**config.mk**
```make
export PLATFORM = sky130hd
export DESIGN_NAME = pc_fetch_ctrl_flat
export DESIGN_NICKNAME = d
export VERILOG_FILES = /design/src/rtl/pc_fetch_ctrl_pkg.sv /design/src/rtl/pc_fetch_ctrl_if.sv /design/src/rtl/pc_fetch_ctrl_pc_next_sel.sv /design/src/rtl/pc_fetch_ctrl.sv /design/src/flat_wrapper.sv
export SDC_FILE = /design/constraint.sdc
export NUM_CORES = 1
export LEC_CHECK = 0
export CAP_MARGIN = 20
export CORE_AREA = 2 2 105 107
export CTS_BUF_LIST = sky130_fd_sc_hd__clkbuf_2
export DETAILED_ROUTE_END_ITERATION = 6
export DIE_AREA = 0 0 107 109
export PLACE_DENSITY = 0.59
export REMOVE_ABC_BUFFERS = 1
export SLEW_MARGIN = 0
export SYNTH_ARGS = -nofsm -noshare
export SYNTH_HDL_FRONTEND = slang
export SYNTH_HIERARCHICAL = 1
export SYNTH_SLANG_ARGS = --single-unit
export TNS_END_PERCENT = 30
```
**constraint.sdc**
```tcl
create_clock -name clk -period 4.3 [get_ports clk]
set_clock_uncertainty 0.1 [all_clocks]
set_input_delay 0.43 -clock clk [delete_from_list [all_inputs] [get_ports clk]]
set_output_delay 0.43 -clock clk [all_outputs]
set_load 0.01 [all_outputs]
```
**src/rtl/pc_fetch_ctrl_pkg.sv**
```systemverilog
// Shared definitions for the program-counter / instruction-fetch controller.
// Contents: FSM state type, address/instruction widths, default parameter
// values, the HLT opcode seen by the decoder, and the PC adder helper.
package pc_fetch_ctrl_pkg;

  localparam int unsigned PC_W    = 16;
  localparam int unsigned INSTR_W = 16;

  localparam logic [PC_W-1:0] RESET_PC_DEFAULT      = 16'h0000;
  localparam logic [PC_W-1:0] PC_INC_DEFAULT        = 16'h0002;
  localparam int unsigned     FETCH_TIMEOUT_DEFAULT = 15;

  // Opcode of HLT in bits [15:12]; the decoder uses it to raise halt_detect.
  localparam logic [3:0] HLT_OPCODE = 4'hF;

  typedef enum logic [1:0] {
    ST_BOOT    = 2'd0,
    ST_FETCH   = 2'd1,
    ST_DELIVER = 2'd2,
    ST_HALTED  = 2'd3
  } state_t;

  // Sequential PC step; wraps silently at 2^16.
  function automatic logic [PC_W-1:0] pc_add(input logic [PC_W-1:0] pc,
                                             input logic [PC_W-1:0] inc);
    return pc + inc;
  endfunction

endpackage

```
**src/rtl/pc_fetch_ctrl_if.sv**
```systemverilog
// Bundle of the decode-side, redirect and instruction-memory signals of the
// fetch controller.
//   master : the controller (drives imem request/address and decode outputs)
//   slave  : the environment (decode stage, redirect sources, instruction memory)
interface pc_fetch_ctrl_if;
  import pc_fetch_ctrl_pkg::*;

  logic               stall;
  logic               branch_taken;
  logic [PC_W-1:0]    branch_target;
  logic               flush;
  logic [PC_W-1:0]    flush_pc;
  logic               halt_detect;
  logic               imem_req;
  logic [PC_W-1:0]    imem_addr;
  logic               imem_ack;
  logic [INSTR_W-1:0] imem_data;
  logic [INSTR_W-1:0] instr_out;
  logic               instr_valid;
  logic [PC_W-1:0]    pc_out;
  logic [PC_W-1:0]    pc_plus2;
  logic               halted;
  logic               fetch_err;

  modport master (
    input  stall, branch_taken, branch_target, flush, flush_pc, halt_detect,
           imem_ack, imem_data,
    output imem_req, imem_addr, instr_out, instr_valid, pc_out, pc_plus2,
           halted, fetch_err
  );

  modport slave (
    output stall, branch_taken, branch_target, flush, flush_pc, halt_detect,
           imem_ack, imem_data,
    input  imem_req, imem_addr, instr_out, instr_valid, pc_out, pc_plus2,
           halted, fetch_err
  );

endinterface

```
**src/rtl/pc_fetch_ctrl_pc_next_sel.sv**
```systemverilog
// Next-PC selector for the fetch controller (purely combinational).
// Ports:
//   i_state          current controller state
//   i_pc/i_pc_plus2  current PC and its sequential successor
//   i_flush, i_flush_pc            external redirect
//   i_stall, i_halt_detect         hold conditions while delivering
//   i_branch_taken, i_branch_target branch redirect
//   o_next_pc        value the PC register loads on the next edge
module pc_fetch_ctrl_pc_next_sel
  import pc_fetch_ctrl_pkg::*;
(
  input  state_t          i_state,
  input  logic [PC_W-1:0] i_pc,
  input  logic [PC_W-1:0] i_pc_plus2,
  input  logic            i_flush,
  input  logic [PC_W-1:0] i_flush_pc,
  input  logic            i_stall,
  input  logic            i_halt_detect,
  input  logic            i_branch_taken,
  input  logic [PC_W-1:0] i_branch_target,
  output logic [PC_W-1:0] o_next_pc
);

  // Priority: flush, then stall/halt hold, then branch, then sequential step.
  always_comb begin
    o_next_pc = i_pc;
    case (i_state)
      ST_FETCH: begin
        if (i_flush) begin
          o_next_pc = i_flush_pc;
        end else begin
          o_next_pc = i_pc;
        end
      end
      ST_DELIVER: begin
        if (i_flush) begin
          o_next_pc = i_flush_pc;
        end else if (i_stall || i_halt_detect) begin
          // A halted PC stays on the HLT instruction's address.
          o_next_pc = i_pc;
        end else if (i_branch_taken) begin
          o_next_pc = i_branch_target;
        end else begin
          o_next_pc = i_pc_plus2;
        end
      end
      default: o_next_pc = i_pc;
    endcase
  end

endmodule

```
**src/rtl/pc_fetch_ctrl.sv**
```systemverilog
// Program counter and instruction-fetch sequencer.
// Ports:
//   clk  rising-edge clock
//   rst  asynchronous reset, active low (0 = reset)
//   bus  pc_fetch_ctrl_if.master: redirect inputs, imem handshake, decode outputs
// Flow: BOOT (one idle cycle) -> FETCH (request until ack) -> DELIVER (present
// instruction, then advance PC) -> FETCH ...; HLT or a fetch timeout end in
// HALTED, which only reset leaves.
module pc_fetch_ctrl
  import pc_fetch_ctrl_pkg::*;
#(
  parameter logic [PC_W-1:0] RESET_PC      = RESET_PC_DEFAULT,
  parameter logic [PC_W-1:0] PC_INC        = PC_INC_DEFAULT,
  parameter int unsigned     FETCH_TIMEOUT = FETCH_TIMEOUT_DEFAULT
) (
  input logic            clk,
  input logic            rst,
  pc_fetch_ctrl_if.master bus
);

  // Error fires on the FETCH_TIMEOUT-th consecutive cycle without ack.
  localparam logic [7:0] TIMEOUT_LAST = 8'(FETCH_TIMEOUT - 1);

  state_t             r_state;
  logic [PC_W-1:0]    r_pc;
  logic [INSTR_W-1:0] r_instr;
  logic [7:0]         r_wait;
  logic               r_fetch_err;

  state_t             w_next_state;
  logic [PC_W-1:0]    w_next_pc;
  logic [PC_W-1:0]    w_pc_plus2;
  logic [INSTR_W-1:0] w_next_instr;
  logic [7:0]         w_next_wait;
  logic               w_next_err;

  assign w_pc_plus2 = pc_add(r_pc, PC_INC);

  pc_fetch_ctrl_pc_next_sel u_pc_next_sel (
    .i_state         (r_state),
    .i_pc            (r_pc),
    .i_pc_plus2      (w_pc_plus2),
    .i_flush         (bus.flush),
    .i_flush_pc      (bus.flush_pc),
    .i_stall         (bus.stall),
    .i_halt_detect   (bus.halt_detect),
    .i_branch_taken  (bus.branch_taken),
    .i_branch_target (bus.branch_target),
    .o_next_pc       (w_next_pc)
  );

  // Next-state, instruction capture, wait counter and sticky error decision.
  always_comb begin
    w_next_state = r_state;
    w_next_instr = r_instr;
    w_next_wait  = r_wait;
    w_next_err   = r_fetch_err;
    case (r_state)
      ST_BOOT: begin
        w_next_state = ST_FETCH;
        w_next_wait  = 8'd0;
      end
      ST_FETCH: begin
        if (bus.flush) begin
          // Redirect wins; a coincident ack belongs to the old address.
          w_next_wait = 8'd0;
        end else if (bus.imem_ack) begin
          w_next_instr = bus.imem_data;
          w_next_wait  = 8'd0;
          w_next_state = ST_DELIVER;
        end else if (r_wait == TIMEOUT_LAST) begin
          w_next_err   = 1'b1;
          w_next_wait  = 8'd0;
          w_next_state = ST_HALTED;
        end else begin
          w_next_wait = r_wait + 8'd1;
        end
      end
      ST_DELIVER: begin
        if (bus.flush) begin
          w_next_state = ST_FETCH;
        end else if (bus.stall) begin
          w_next_state = ST_DELIVER;
        end else if (bus.halt_detect) begin
          w_next_state = ST_HALTED;
        end else begin
          w_next_state = ST_FETCH;
        end
      end
      ST_HALTED: w_next_state = ST_HALTED;
      default:   w_next_state = ST_BOOT;
    endcase
  end

  // State, PC, instruction, wait counter and error registers.
  always_ff @(posedge clk or negedge rst) begin
    if (!rst) begin
      r_state     <= ST_BOOT;
      r_pc        <= RESET_PC;
      r_instr     <= 16'h0000;
      r_wait      <= 8'd0;
      r_fetch_err <= 1'b0;
    end else begin
      r_state     <= w_next_state;
      r_pc        <= w_next_pc;
      r_instr     <= w_next_instr;
      r_wait      <= w_next_wait;
      r_fetch_err <= w_next_err;
    end
  end

  assign bus.imem_req    = (r_state == ST_FETCH);
  assign bus.imem_addr   = r_pc;
  assign bus.instr_out   = r_instr;
  assign bus.instr_valid = (r_state == ST_DELIVER);
  assign bus.pc_out      = r_pc;
  assign bus.pc_plus2    = w_pc_plus2;
  assign bus.halted      = (r_state == ST_HALTED);
  assign bus.fetch_err   = r_fetch_err;

endmodule

```
**src/flat_wrapper.sv**
```systemverilog
// flat-port wrapper written by rule: the top's interface ports become plain ports
module pc_fetch_ctrl_flat import pc_fetch_ctrl_pkg::*;
#(
  parameter logic [PC_W-1:0] RESET_PC      = RESET_PC_DEFAULT,
  parameter logic [PC_W-1:0] PC_INC        = PC_INC_DEFAULT,
  parameter int unsigned     FETCH_TIMEOUT = FETCH_TIMEOUT_DEFAULT
)
  (clk, rst, bus_stall, bus_branch_taken, bus_branch_target, bus_flush, bus_flush_pc, bus_halt_detect, bus_imem_ack, bus_imem_data, bus_imem_req, bus_imem_addr, bus_instr_out, bus_instr_valid, bus_pc_out, bus_pc_plus2, bus_halted, bus_fetch_err);
  pc_fetch_ctrl_if bus_i ();
  input logic clk;
  input logic rst;
  input wire logic [$bits(bus_i.stall)-1:0] bus_stall;
  input wire logic [$bits(bus_i.branch_taken)-1:0] bus_branch_taken;
  input wire logic [$bits(bus_i.branch_target)-1:0] bus_branch_target;
  input wire logic [$bits(bus_i.flush)-1:0] bus_flush;
  input wire logic [$bits(bus_i.flush_pc)-1:0] bus_flush_pc;
  input wire logic [$bits(bus_i.halt_detect)-1:0] bus_halt_detect;
  input wire logic [$bits(bus_i.imem_ack)-1:0] bus_imem_ack;
  input wire logic [$bits(bus_i.imem_data)-1:0] bus_imem_data;
  output wire logic [$bits(bus_i.imem_req)-1:0] bus_imem_req;
  output wire logic [$bits(bus_i.imem_addr)-1:0] bus_imem_addr;
  output wire logic [$bits(bus_i.instr_out)-1:0] bus_instr_out;
  output wire logic [$bits(bus_i.instr_valid)-1:0] bus_instr_valid;
  output wire logic [$bits(bus_i.pc_out)-1:0] bus_pc_out;
  output wire logic [$bits(bus_i.pc_plus2)-1:0] bus_pc_plus2;
  output wire logic [$bits(bus_i.halted)-1:0] bus_halted;
  output wire logic [$bits(bus_i.fetch_err)-1:0] bus_fetch_err;
  assign bus_i.stall = bus_stall;
  assign bus_i.branch_taken = bus_branch_taken;
  assign bus_i.branch_target = bus_branch_target;
  assign bus_i.flush = bus_flush;
  assign bus_i.flush_pc = bus_flush_pc;
  assign bus_i.halt_detect = bus_halt_detect;
  assign bus_i.imem_ack = bus_imem_ack;
  assign bus_i.imem_data = bus_imem_data;
  assign bus_imem_req = bus_i.imem_req;
  assign bus_imem_addr = bus_i.imem_addr;
  assign bus_instr_out = bus_i.instr_out;
  assign bus_instr_valid = bus_i.instr_valid;
  assign bus_pc_out = bus_i.pc_out;
  assign bus_pc_plus2 = bus_i.pc_plus2;
  assign bus_halted = bus_i.halted;
  assign bus_fetch_err = bus_i.fetch_err;
  pc_fetch_ctrl #(.RESET_PC(RESET_PC), .PC_INC(PC_INC), .FETCH_TIMEOUT(FETCH_TIMEOUT)) u_core (.clk(clk), .rst(rst), .bus(bus_i));
endmodule
```
==> results by group, run 1 <==
Synthesis
  • Mapped Area: 2910 um2
  • Largest family of logic cells by synthesized area: compound AO/OA/AOI/OAI gates
  • Xor-xnor portion of the synthesized cell area: 4.52%
  • Post-synthesis cell type count: 48
  • Syn_area_per_cell: 10.2 um2
  • Ys async rst share: 100%
  • Top FF cell, synth: dfrtp_1
  • Yosys warning count: 6
  • Simple-gate share of the synthesized area: 15.3%
  • Mux contribution to synthesized area: 13.7%
  • Register area share after synthesis: between 30% and 40%
  • Number of synthesized register bits: 43
  • Compound-cell area share of the yosys netlist: between 10% and 20%
  • Synth Area in Adders: under 10%
  • Post-Syn Instances: around 290
  • EDFF count, synth: 0

Worst setup path
  • CP Class: flip-flop to output pin
  • Crit path max fanout: 10
  • Worst path required time: 3770 ps
  • Beginning of the critical path: u_core/bus.imem_addr[3]
  • Crit path to: bus_pc_plus2[14]
  • Critical Path AT: ~2800 ps
  • R2R depth: 7
  • RR Endpoint: u_core/bus.imem_addr[14]
  • Reg2Reg Setup Slack: 1640 ps
  • Launching point of the worst reg2reg path: u_core/bus.imem_addr[3]
  • CP Capture Type: output pin
  • Type of origin of the critical path: flip-flop

Die
  • Die Ht: 109 um
  • Die width: 107 um
  • Starting Density: 27.4%
  • Area of the die: 11700 um2
  • # IOs: 123
  • Core footprint: approximately 11000 um2
  • Num rows: 38

Detailed routing
  • Via count: 2634
  • Residual DRC count: 0
  • Routed wire per std cell: roughly 16 um
  • Detail Route Antenna Nets: 0
  • Starting DRT DRC Count: 231
  • Vias per Instance: 5.02
  • DRT Wirelength: 8.58 mm
  • Drt first pass iters: 5

Cells and area
  • Util after Layout: a little under 40%
  • Commonest non-fill, non-tap cells in the layout: clkdlybuf4s50_1 (121), dfrtp_1 (43), nand2_1 (26)
  • Most common cell after layout, fill and taps aside: clkdlybuf4s50_1
  • Ant diodes: 0
  • Design Area, Final: 4150 um2
  • NumNets Final: 444
  • Area grow syn2layout: 42.8%
  • Fraction of layout cells with a size suffix above 1: 14.3%
  • Fillcell total: 1022

Placement
  • Hpwl dp: 5.97 mm
  • Pre-CTS setup slack: ~1500 ps
  • Placed Instance Area: 4080 um2
  • Input/output buffers: 122
  • Gpl congestion: 0.777

Clock network
  • Clk root buf: clkbuf_2
  • H-Tree Depth: 2
  • Post-CTS Setup Inserts: 0
  • CTS tree: done
  • Clk slew on worst S/H paths: ~240 ps
  • Clk_lat worst skew: 400 ps
  • Clock tree buffer depth: 2
  • CTS Buf Count: 5
  • CTS Sinks: 43

GRT
  • Overflow left after global routing: 0
  • Vias in the first global route: 2635
  • First-pass GRT wire length: 13.4 mm
  • Largest net degree at the start of global routing: 44
  • Initial antenna violation count: 0
  • GRT Total Usage: 14.5%

Timing
  • Final setup violation count: 0
  • Worst setup margin: 1010 ps
  • Hold Fails Final Rpt: 0
  • Final period util: 76.4%
  • Fin. max-slew vios: 0
  • RSZ-0062 raised after global routing: false
  • Fin crit period: roughly 3300 ps
  • Worst rel slew slack: 33.0%
  • Maximum clock frequency: 304 MHz
  • Post-route setup TNS: 0 ps
  • Worst-Margin Slew: ~1000 ps

Power and ir drop
  • Leak Pwr: 1.63 nW
  • Psw: 0.750 mW
  • Sequential share of power: 35.4%
  • Switching Fraction: 37.0%
  • Clock share of power: approximately 9.0%
  • Combinational Power Share: 55.6%
  • Power Internal: 1.28 mW
  • VDD IR max: 210 uV
  • Pwr Total: 2.03 mW
  • PD cells: 489 nW/um2

Job
  • Max cap viols: 0

Run status
  • Status: complete, no violations

Min path
  • Hold WC Path Type: primary input to asynchronous set/reset pin
-- metrics by stage --
stage,hold slack [ps],std cells
6_report,383,525
5_1_grt,363,525
4_1_cts,56.9,523
3_5_place_dp,371,515
3_3_place_gp,366,514
2_1_floorplan,34.4,250
-- worst max-delay path, stage by stage (launching register included) --
cell,delay (ps)
dfrtp_1,580
and4_1,340
and3_1,290
nor3b_1,340
xor2_1,230
clkdlybuf4s50_1,570
-- power groups by stage --
stage | Clock [mW] | Sequential (mW) | Combinational [mW]
after CTS | 0.196 | 0.722 | 1.13
after floorplan | 0 | 0.792 | 0.384
final | 0.182 | 0.719 | 1.13
after detailed placement | 0 | 0.730 | 1.13
after global placement | 0 | 0.721 | 1.12
after global routing | 0.213 | 0.752 | 1.21
-- worst min-delay path by stage --
stage	startpoint	to	slack [ps]	depth (start not counted)
finish	rst	u_core/bus.instr_out[15]	380	2
global route	rst	u_core/bus.instr_out[0]	360	2
CTS	rst	u_core/bus.instr_out[0]	60	1
detailed placement	u_core/bus.fetch_err	u_core/bus.fetch_err	370	1
global placement	u_core/bus.fetch_err	u_core/bus.fetch_err	370	1
floorplan	rst	u_core/bus.fetch_err	30	0
-- sequential cells by signal, summed over array words and instances, names as in the netlist --
name / cells
u_core/bus.imem_addr: 16
u_core/r_state: 2
u_core/bus.fetch_err: 1
u_core/r_wait: 8
u_core/bus.instr_out: 16
-- synth_stat cells, drive strengths merged (4+ instances only) --
cell | number | area (um2)
nor2 | 4 | 15.0
clkbuf | 5 | 18.8
dfrtp | 43 | 1080
xnor2 | 11 | 96.3
a222oi | 16 | 160
inv | 9 | 33.8
xor2 | 4 | 35.0
ha | 5 | 62.6
buf | 30 | 228
mux2 | 32 | 398
and3 | 5 | 32.5
o21ai | 5 | 25.0
o221ai | 16 | 140
a21oi | 18 | 101
nand2 | 26 | 97.6
nor2b | 17 | 106
and2 | 4 | 26.3
nand3 | 8 | 40.0
-- layout make-up --
class,instances,area [um2],share of cell area (%)
Inverter,9,33.8,0.814
Clock buffer,5,25.0,0.603
Sequential cell,43,1080,25.9
Tap cell,140,175,4.22
Clock inverter,3,17.5,0.422
Multi-Input combinational cell,198,1550,37.3
Timing Repair Buffer,127,1270,30.7
-- routing by layer --
metal | track usage [%] | routed length (um)
met1 | 18.8 | 3730
met2 | 24.9 | 4270
met3 | 2.69 | 511
met4 | 3.71 | 66
met5 | 0 | 0
-- timing repair --
item,4_1_cts,5_1_grt
resized for setup,0,0
endpoints found under the hold margin,0,20
setup endpoints to repair,0,0
hold buffers,0,1
-- cell families after synthesis --
group	Yosys count
and+or+nand+nor	80
AOI/OAI and AO/OA	66
buffers and inverters	44
DFF	43
muxes	32
xor gates and xnor gates	15
adders and majority gates	5
No activity file was read; power rests on OpenSTA's default activity.
==> inputs of run 2 (changes only) <==
==> constraint.sdc (replaced) <==
create_clock -name clk -period 3.2 [get_ports clk]
set_clock_uncertainty 0.1 [all_clocks]
set_input_delay 0.32 -clock clk [delete_from_list [all_inputs] [get_ports clk]]
set_output_delay 0.32 -clock clk [all_outputs]
set_load 0.01 [all_outputs]
==> run 2 against run 1 <==
The flow now finishes with violations (DRC); via count is 0.87% higher; cell count grew 0.57%; worst hold slack got worse by 110 ps; non-clock buffer count is 3 higher; wire length is 2.2% higher; clock-buffer cell count did not move; design area grew 1.1%; critical path depth did not move; die area unchanged; global-route usage increased by 0.16 points; flip-flop and latch count is the same; sequential share of layout area is 0.27 points lower; critical path type unchanged; largest cell class unchanged.
==> results by group, run 2 (same netlist as run 1, synthesis figures left out) <==
Timing
  • Maximum clock frequency: about 330 MHz
  • Worst-Margin Slew: 751 ps (was 1000 ps)
  • Final period util: 93.8%
  • Fin. max-slew vios: 0 (unchanged)
  • Fin crit period: ~3000 ps
  • Post-route setup TNS: 0 ps (unchanged)
  • Worst rel slew slack: 49.9% (was 33.0%)
  • Hold Fails Final Rpt: 0 (unchanged)
  • Final setup violation count: 0 (unchanged)
  • RSZ-0062 raised after global routing: false (unchanged)

Detailed routing
  • Vias per Instance: 5.03 (was 5.02)
  • Starting DRT DRC Count: 213 (was 231)
  • Via count: 2657 (was 2634)
  • Detail Route Antenna Nets: 0 (unchanged)
  • DRT Wirelength: 8.77 mm (was 8.58 mm)
  • Drt first pass iters: 7 (was 5)
  • Routed wire per std cell: 16.6 um (was 16.3 um)
  • Residual DRC count: 4 (was 0)

Worst setup path
  • Worst path required time: 2780 ps (was 3770 ps)
  • Type of origin of the critical path: flip-flop (unchanged)
  • Critical-path top delay cell: clkdlybuf4s50_1 (was dfrtp_1)
  • CP top delay family: simple AND/OR/NAND/NOR gates (unchanged)
  • Slowest stage delay, CP: 570 ps (was 580 ps)
  • Critical Path AT: 2580 ps (was 2760 ps)
  • CP bufs+invs: 1 (unchanged)
  • CP Class: flip-flop to output pin (unchanged)
  • Crit path max fanout: 10 (unchanged)
  • Crit-path cells: and4_1 > and3_1 > nor3b_1 > xor2_1 > clkdlybuf4s50_1 (unchanged)
  • CP Capture Type: output pin (unchanged)
  • Reg2Reg Setup Slack: 690 ps (was 1640 ps)

Placement
  • Placed Instance Area: 4100 um2 (was 4080 um2)
  • Hpwl dp: 6.26 mm (was 5.97 mm)
  • Input/output buffers: 122 (unchanged)
  • Gpl congestion: 0.811 (was 0.777)

Cells and area
  • Fraction of layout cells with a size suffix above 1: 14.9% (was 14.3%)
  • Area grow syn2layout: 44.3% (was 42.8%)
  • NumNets Final: 447 (was 444)
  • Design Area, Final: 4190 um2 (was 4150 um2)
  • Commonest non-fill, non-tap cells in the layout: clkdlybuf4s50_1 (121), dfrtp_1 (43), nand2_1 (26) (unchanged)
  • Ant diodes: 0 (unchanged)
  • Area of the multi-input gates: 1550 um2 (unchanged)
  • Register area: 1080 um2 (unchanged)
  • Fillcell total: 1059 (was 1022)
  • Most common cell after layout, fill and taps aside: clkdlybuf4s50_1 (unchanged)

GRT
  • Overflow left after global routing: 0 (unchanged)
  • Initial antenna violation count: 0 (unchanged)
  • Largest net degree at the start of global routing: 44 (unchanged)
  • GRT Total Usage: 14.7% (was 14.5%)
  • First-pass GRT wire length: 13.6 mm (was 13.4 mm)
  • Vias in the first global route: 2669 (was 2635)

Run status
  • Status: finished with violations (was complete, no violations)
  • Failing checks: DRC

Clock network
  • CTS Hold Bufs: 1 (was 0)
  • Clk slew on worst S/H paths: 230 ps (was 240 ps)
  • CTS Buf Count: 5 (unchanged)
  • Clk root buf: clkbuf_2 (unchanged)
  • Post-CTS Resized: 0 (unchanged)
  • Clk_lat worst skew: 390 ps (was 400 ps)
  • H-Tree Depth: 2 (unchanged)
  • CTS tree: done (unchanged)
  • Post-CTS Setup Inserts: 0 (unchanged)
  • Clock tree buffer depth: 2 (unchanged)
  • CTS Sinks: 43 (unchanged)

Die
  • Starting Density: 27.4% (unchanged)
  • Die Ht: 109 um (unchanged)
  • Core footprint: 10600 um2 (unchanged)
  • Num rows: 38 (unchanged)
  • Die width: 107 um (unchanged)
  • # IOs: 123 (unchanged)
  • Area of the die: 11700 um2 (unchanged)

Min path
  • Hold WC Path Type: primary input to asynchronous set/reset pin (unchanged)

Power and ir drop
  • Leak Pwr: 1.65 nW (was 1.63 nW)
  • VDD IR max: 332 uV (was 210 uV)
  • PD cells: 672 nW/um2 (was 489 nW/um2)

Job
  • Max cap viols: 0 (unchanged)
## run 2: final cells by class
type	instances	share of cell area, %
Multi-Input combinational cell	198	36.9
Clock inverter	3	0.925
Inverter	9	0.806
Tap cell	140	4.18
Clock buffer	5	0.597
Sequential cell	43	25.7
Timing Repair Buffer	130	30.9
## run 2: metal layers
layer	vias up	share of wire [%]	wire (um)	track usage [%]
met5	-	0	0	0
met3	4	6.8	599	2.99
met1	1303	42	3660	18.9
li1	1243	-	-	-
met4	0	0.74	65	4.08
met2	107	51	4440	25.0
## run 2: through the flow
step / worst slack [ps] / power (mW) / util [%] / hold WS (ps) / instances
6_report: 199 / 2.82 / 39.5 / 269 / 528
3_5_place_dp: 671 / 2.52 / 38.7 / 367 / 518
2_1_floorplan: 865 / 1.58 / - / -75.6 / 250
4_1_cts: 167 / 2.85 / 39.4 / 374 / 527
3_3_place_gp: 701 / 2.50 / 38.6 / 371 / 517
5_1_grt: 55.2 / 3.00 / 39.5 / 247 / 528
## run 2: power breakdown
part           switching, mW  internal, mW  total (mW)
Sequential             0.245         0.729       0.974
Combinational          0.591         0.938        1.53
Clock                  0.185         0.128       0.314
## run 2: final timing paths
path | endpoint | startpoint | depth (start not counted)
worst max register to register | u_core/bus.imem_addr[14] | u_core/bus.imem_addr[3] | 7
worst min-delay path | u_core/bus.instr_out[1] | rst | 2
max in group asynchronous | u_core/r_wait[4] | rst | 3
worst max-delay path | bus_pc_plus2[14] | u_core/bus.imem_addr[3] | 5
min in group clk | u_core/bus.fetch_err | u_core/bus.fetch_err | 1
worst min register to register | u_core/bus.fetch_err | u_core/bus.fetch_err | 1
## run 2: worst reg2reg max path, delay by kind of cell (launching register included)
family | cells | cell delay [ps]
and+or+nand+nor | 3 | 860
DFF | 1 | 560
xor gates and xnor gates | 1 | 120
muxes | 1 | 280
AOI/OAI and AO/OA | 2 | 480
